[config.mk]
export PLATFORM = sky130hd
export DESIGN_NAME = elevator_call_scheduler
export DESIGN_NICKNAME = d
export VERILOG_FILES = /design/src/rtl/elevator_pkg.sv /design/src/rtl/scan_next_floor.sv /design/src/rtl/elevator_call_scheduler.sv
export SDC_FILE = /design/constraint.sdc
export NUM_CORES = 1
export LEC_CHECK = 0
export CORE_MARGIN = 10
export CORE_UTILIZATION = 49
export CTS_CLUSTER_DIAMETER = 200
export DETAILED_ROUTE_END_ITERATION = 6
export HOLD_SLACK_MARGIN = 0.15
export PLACE_DENSITY = 0.8
export RECOVER_POWER = 25
export SLEW_MARGIN = 25
export SYNTH_ARGS = -nofsm -noshare
export SYNTH_HDL_FRONTEND = slang
export SYNTH_SLANG_ARGS = --single-unit
[constraint.sdc]
create_clock -name clk -period 1.95 [get_ports clk]
set_input_delay 0.2925 -clock clk [delete_from_list [all_inputs] [get_ports clk]]
set_output_delay 0.2925 -clock clk [all_outputs]
set_load 0.01 [all_outputs]
[src/rtl/elevator_pkg.sv]
// rtl/elevator_pkg.sv - shared defaults and FSM state encoding for the elevator call scheduler
package elevator_pkg;

   localparam int NUM_FLOORS_DEF = 10;
   localparam int FLOOR_W_DEF    = 4;

   typedef enum logic [1:0] {
      IDLE        = 2'b00,
      SELECT      = 2'b01,
      DISPATCH    = 2'b10,
      WAIT_ARRIVE = 2'b11
   } state_t;

endpackage

[src/rtl/scan_next_floor.sv]
// rtl/scan_next_floor.sv - combinational SCAN pick of the next pending floor
module scan_next_floor
   import elevator_pkg::*;
#(
   parameter int NUM_FLOORS = NUM_FLOORS_DEF,
   parameter int FLOOR_W    = FLOOR_W_DEF
) (
   input  logic [NUM_FLOORS-1:0] pending,
   input  logic [FLOOR_W-1:0]    car_floor,
   input  logic                  dir_up,
   output logic                  found,
   output logic [FLOOR_W-1:0]    floor,
   output logic                  new_dir
);

   logic               found_above;
   logic               found_below;
   logic [FLOOR_W-1:0] nearest_above;
   logic [FLOOR_W-1:0] nearest_below;

   // Nearest pending floor strictly above and strictly below the car
   always_comb begin
      found_above   = 1'b0;
      found_below   = 1'b0;
      nearest_above = '0;
      nearest_below = '0;
      // descending walk: the last hit is the lowest floor above the car
      for (int i = NUM_FLOORS - 1; i >= 0; i--) begin
         if (pending[i] && (FLOOR_W'(i) > car_floor)) begin
            found_above   = 1'b1;
            nearest_above = FLOOR_W'(i);
         end
      end
      // ascending walk: the last hit is the highest floor below the car
      for (int i = 0; i < NUM_FLOORS; i++) begin
         if (pending[i] && (FLOOR_W'(i) < car_floor)) begin
            found_below   = 1'b1;
            nearest_below = FLOOR_W'(i);
         end
      end
   end

   // Keep sweeping in the current direction, reverse only when that side is empty
   always_comb begin
      found   = 1'b0;
      floor   = '0;
      new_dir = dir_up;
      if (dir_up) begin
         if (found_above) begin
            found = 1'b1; floor = nearest_above; new_dir = 1'b1;
         end else if (found_below) begin
            found = 1'b1; floor = nearest_below; new_dir = 1'b0;
         end
      end else begin
         if (found_below) begin
            found = 1'b1; floor = nearest_below; new_dir = 1'b0;
         end else if (found_above) begin
            found = 1'b1; floor = nearest_above; new_dir = 1'b1;
         end
      end
   end

endmodule

[src/rtl/elevator_call_scheduler.sv]
// rtl/elevator_call_scheduler.sv - SCAN call scheduler; SCHED_TIMEOUT_EN adds an arrival watchdog
module elevator_call_scheduler
   import elevator_pkg::*;
#(
   parameter int NUM_FLOORS     = NUM_FLOORS_DEF,
   parameter int FLOOR_W        = FLOOR_W_DEF,
   parameter int TIMEOUT_CYCLES = 1024
) (
   input  logic                  clk,
   input  logic                  rst_n,
   input  logic [NUM_FLOORS-1:0] call_req,
   input  logic [FLOOR_W-1:0]    car_floor,
   input  logic                  arrived,
   input  logic                  target_ready,
   output logic                  target_valid,
   output logic [FLOOR_W-1:0]    target_floor,
   output logic [NUM_FLOORS-1:0] pending,
   output logic                  dir_up,
   output logic                  busy,
   output logic                  fault
);

   state_t                  state;
   state_t                  state_next;
   logic [NUM_FLOORS-1:0]   car_hot;
   logic [NUM_FLOORS-1:0]   pending_next;
   logic                    sel_found;
   logic [FLOOR_W-1:0]      sel_floor;
   logic                    sel_dir;
   logic                    timeout;

   // One-hot of the car position; a floor number beyond the shaft matches nothing
   always_comb begin
      car_hot = '0;
      for (int i = 0; i < NUM_FLOORS; i++) begin
         car_hot[i] = (car_floor == FLOOR_W'(i));
      end
   end

   // Latch new calls (dropping the car's own floor while idle); arrival clear has priority
   always_comb begin
      pending_next = pending | (call_req & ~((state == IDLE) ? car_hot : '0));
      if (arrived) begin
         pending_next = pending_next & ~car_hot;
      end
   end

   scan_next_floor #(
      .NUM_FLOORS (NUM_FLOORS),
      .FLOOR_W    (FLOOR_W)
   ) u_scan (
      .pending   (pending),
      .car_floor (car_floor),
      .dir_up    (dir_up),
      .found     (sel_found),
      .floor     (sel_floor),
      .new_dir   (sel_dir)
   );

`ifdef SCHED_TIMEOUT_EN
   localparam int CNT_W = $clog2(TIMEOUT_CYCLES + 1);

   logic [CNT_W-1:0] wd_cnt;
   logic             fault_q;

   assign timeout = (wd_cnt == CNT_W'(TIMEOUT_CYCLES - 1));
   assign fault   = fault_q;

   // Watchdog counts cycles spent in WAIT_ARRIVE, restarting from zero on every entry
   always_ff @(posedge clk or negedge rst_n) begin
      if (!rst_n) begin
         wd_cnt <= '0;
      end else if (state != WAIT_ARRIVE) begin
         wd_cnt <= '0;
      end else begin
         wd_cnt <= wd_cnt + 1'b1;
      end
   end

   // Single-cycle fault when the wait gives up without an arrival
   always_ff @(posedge clk or negedge rst_n) begin
      if (!rst_n) begin
         fault_q <= 1'b0;
      end else begin
         fault_q <= (state == WAIT_ARRIVE) && !arrived && timeout;
      end
   end
`else
   logic unused_timeout_cfg;

   assign unused_timeout_cfg = ^TIMEOUT_CYCLES;
   assign timeout            = 1'b0;
   assign fault              = 1'b0;
`endif

   // FSM state register
   always_ff @(posedge clk or negedge rst_n) begin
      if (!rst_n) begin
         state <= IDLE;
      end else begin
         state <= state_next;
      end
   end

   // FSM next-state; an accepted dispatch is only left on arrival or watchdog expiry
   always_comb begin
      state_next = state;
      case (state)
         IDLE:        if (|pending) state_next = SELECT;
         SELECT:      state_next = sel_found ? DISPATCH : IDLE;
         DISPATCH:    if (target_ready) state_next = WAIT_ARRIVE;
         WAIT_ARRIVE: if (arrived || timeout) state_next = SELECT;
         default:     state_next = IDLE;
      endcase
   end

   // Pending calls, plus target and sweep direction captured only in SELECT
   always_ff @(posedge clk or negedge rst_n) begin
      if (!rst_n) begin
         pending      <= '0;
         target_floor <= '0;
         dir_up       <= 1'b1;
      end else begin
         pending <= pending_next;
         if ((state == SELECT) && sel_found) begin
            target_floor <= sel_floor;
            dir_up       <= sel_dir;
         end
      end
   end

   assign target_valid = (state == DISPATCH);
   assign busy         = (state != IDLE);

endmodule

==> results.md, run 1 <==
- Status: finished, final reports clean
- Startpoint types: register
- Placer congestion estimate: 0.9595
- Final setup fails: 0
- Layout area overhead: 47.43%
- Post-synthesis mux area share: 0%
- Pwr Total: 0.001431 W
- CTS tree: done
- I/O pin total: 36
- Post-layout minimum cycle time: 1.939 ns
- Pins Over Slew Limit: 0
- Global-route wire length before repair: 7.507 mm
- Inserted Diodes: 0
- FF/Latch Area: 426.7 um2
- Total Routing Usage GR: 16.85%
- CTS clk-pin slew, worst paths: 0.11 ns
- Placeable Area: 2781 um2
- Fillers: 209
- Synth Cell Area: 1435 um2
- CTS hold repair buffers: 0
- Nets: 267
- Seq/Total Area, Yosys: 29.73%
- Compound-Gate Fraction of Synth Area: 35.57%
- Synth warnings: 0
- Core Util, Final: 76.07%
- Clock sink total: 17
- Clock Path Buffers: 2
- Reg2reg path depth: 6
- Distinct cells, synth: 54
- Worst skew pair latency: 0.32 ns
- RR Startpoint: pending[4]$_DFF_PN0_
- Share of cells above drive strength 1: 24.59%
- Final hold vios: 0
- Crit share post-route: 99.45%
- Worst-Margin Slew: 0.9871 ns
- Register bit total from synthesis: 17
- Max FO, Critical Path: 9
- Post-synth net total: 202
- Total wire length: 4.748 mm
- Leakage: 0.8704 nW
- CTS Root Cell: clkbuf_4
- Number of synthesized flops with an enable pin: 0
- Top post-synthesis cells by area: dfrtp_1 (28%), a21oi_1 (6.3%), nor2_1 (5.8%)
- Post-Synth Simple-Gate Area: 22.67%
- Die Area: 5494 um2
- Avg Vias per Cell: 5.993
- Synth Area in XOR/XNOR: 0%
- Die Wd: 74.12 um
- DPL Wire Length: 3.609 mm
- Largest family of logic cells by synthesized area: compound AO/OA/AOI/OAI gates
- Antenna violations before repair: 0
- Via Count: 1648
- Iter 0 DRT Violations: 112
- CP Capture Type: register
- Chip Height: 74.12 um
- Std-Cell Rows: 19
- Worst hold path class: register to register
- Max-slew headroom at the worst pin: 34.19%
- WHS Path Cells: 2
- Crit Path Category: register to register
- Largest net degree at the start of global routing: 18
- Starting Density: 51.60%
- P per Cell Area: 676.5 nW/um2
- Dominant synthesized flop cell: dfrtp_1
- Adder-cell share of the synthesized area: 3.487%
- Inserted Clock Buffers: 3
- Clock Skew: 0.005693 ns
- Synth top area share: 27.90%
- Vias in the first global route: 1631
- Avg WL per Cell: 17.27 um
- Worst VDD drop: 806.1 uV
- Register-to-register setup slack: 0.01 ns
- Post-synth ARST share: 100.0%
- Residual DRC: 0
- CP required: 2.19 ns
- Drt pass-1 iters: 4
- Syn Inst Count: 180
- R2r endpoint: target_floor[1]$_DFFE_PN0P_
- PortBufs: 34
- Area occupied by multi-input gates: 929.6 um2
- Syn_area_per_cell: 7.973 um2
- Hold path endpoint: target_floor[3]$_DFFE_PN0P_
- Antenna viol nets, final: 0
- Worst EP arrival: 2.18 ns
- Max-Cap Viols: 0
- H-tree depth: 1
- Hold Startpoint: target_floor[3]$_DFFE_PN0P_
- Post-synth top area cell: dfrtp_1
- Grt ovf: 0
- Fmax: 515.7 MHz
[worst max path at each step]
stage,start,to,slack (ns),cells past startpoint
floorplan,pending[4]$_DFF_PN0_,state[1]$_DFFE_PN0P_,0.17,7
global placement,car_floor[0],target_floor[1]$_DFFE_PN0P_,-0.33,8
detailed placement,car_floor[1],target_floor[0]$_DFFE_PN0P_,-0.41,8
CTS,car_floor[2],state[1]$_DFFE_PN0P_,0.009,9
global route,pending[4]$_DFF_PN0_,target_floor[1]$_DFFE_PN0P_,-0.08,6
finish,pending[4]$_DFF_PN0_,target_floor[1]$_DFFE_PN0P_,0.01,6
[layer usage]
metal | track usage [%] | share of wire, % | vias to the layer above
met5 | 0 | 0 | -
met4 | 7.039 | 2.3 | 0
met3 | 4.388 | 6.7 | 11
met2 | 28.69 | 49 | 55
met1 | 19.52 | 42 | 782
li1 | - | - | 800
[synthesized netlist by cell type, types with 2 or more instances]
master     count
nand2_1       13
inv_1          8
o22a_1         3
o221ai_1       2
o31ai_1        2
o22ai_1        7
dfrtp_1       16
a31oi_1        8
a21oi_1       18
buf_2          4
a22oi_1        2
o2bb2ai_1      2
nand4_1        5
ha_1           4
nor2_1        22
o21ai_1        3
nor2b_1        2
nand3_1        6
o21ai_0        5
a41oi_1        4
o21a_1         2
nand2b_1       3
clkbuf_1       4
nor3_1         2
buf_4          4
[metrics by stage]
step	instances	area, um2	setup WS, ns	TNS (ns)	hold WS, ns
floorplan	180	1435	0.1666	0	-0.003091
global placement	266	2012	-0.3252	-1.809	0.5207
detailed placement	266	2012	-0.4056	-2.180	0.5181
CTS	273	2063	0.008621	0	0.3009
global route	275	2116	-0.08210	-0.2776	0.5524
finish	275	2116	0.01080	0	0.5320
[state kept, by name, indices dropped and copies added (netlist names)]
name          flops
pending          10
target_floor      4
dir_up            1
state             2
[logic make-up (layout without fill, tap and decap cells)]
| family | count (synthesis) | in the layout |
|---|---|---|
| compound gates | 72 | 72 |
| simple gates | 62 | 62 |
| other cells | 1 | 1 |
| flops | 17 | 17 |
| fa+ha+maj | 4 | 4 |
| buf+inv | 24 | 88 |
[worst max-delay path: stages, from the launching register on]
cell and delay, ns:
dfrtp_1 0.53, a211oi_1 0.39, o22ai_1 0.22, nor3_4 0.32, buf_4 0.17, o21ai_1 0.07
a31oi_1 0.17
[power breakdown]
group,internal (W),switching (W),total [W],leakage [nW]
sequential,0.000423,0.0000472,0.000470,0.171
combinational,0.000377,0.000373,0.000750,0.682
clock,0.0000769,0.000134,0.000211,0.0177
[final cells by class]
cell class	instances	share of cell area, %
Tap cell	31	1.833
Sequential cell	17	20.17
Inverter	9	1.597
Timing Repair Buffer	75	31.16
Clock inverter	1	0.2365
Multi-Input combinational cell	139	43.94
Clock buffer	3	1.064
[cell usage in the layout, fill, tap and decap left out, drive strengths merged, types with 2 or more instances in the layout]
| cell | n |
|---|---|
| a21boi | 3 |
| a21oi | 19 |
| a22oi | 2 |
| a31oi | 8 |
| a41oi | 5 |
| buf | 40 |
| clkbuf | 4 |
| clkdlybuf4s50 | 28 |
| dfrtp | 16 |
| dlygate4sd2 | 3 |
| dlymetal6s2s | 2 |
| ha | 4 |
| inv | 9 |
| nand2 | 13 |
| nand2b | 3 |
| nand3 | 6 |
| nand4 | 5 |
| nor2 | 22 |
| nor2b | 2 |
| nor3 | 4 |
| nor4 | 2 |
| o21a | 2 |
| o21ai | 8 |
| o221ai | 2 |
| o22a | 3 |
| o22ai | 7 |
| o2bb2ai | 2 |
| o31ai | 2 |
[repair_timing]
action                                  CTS  global route
endpoints found under the setup margin    6             7
gates resized for setup                   4            10
endpoints found under the hold margin     0             0
pin swaps                                 4             4
cloned                                    0             1
setup buffers                             3             1
(Power assumes the default switching activity.)
==> run 2: changes to the inputs <==
Settings changed: CAP_MARGIN from default to 20.
==> results of run 2 <==
The final DEF is identical to that of run 1; final timing and power are the same.
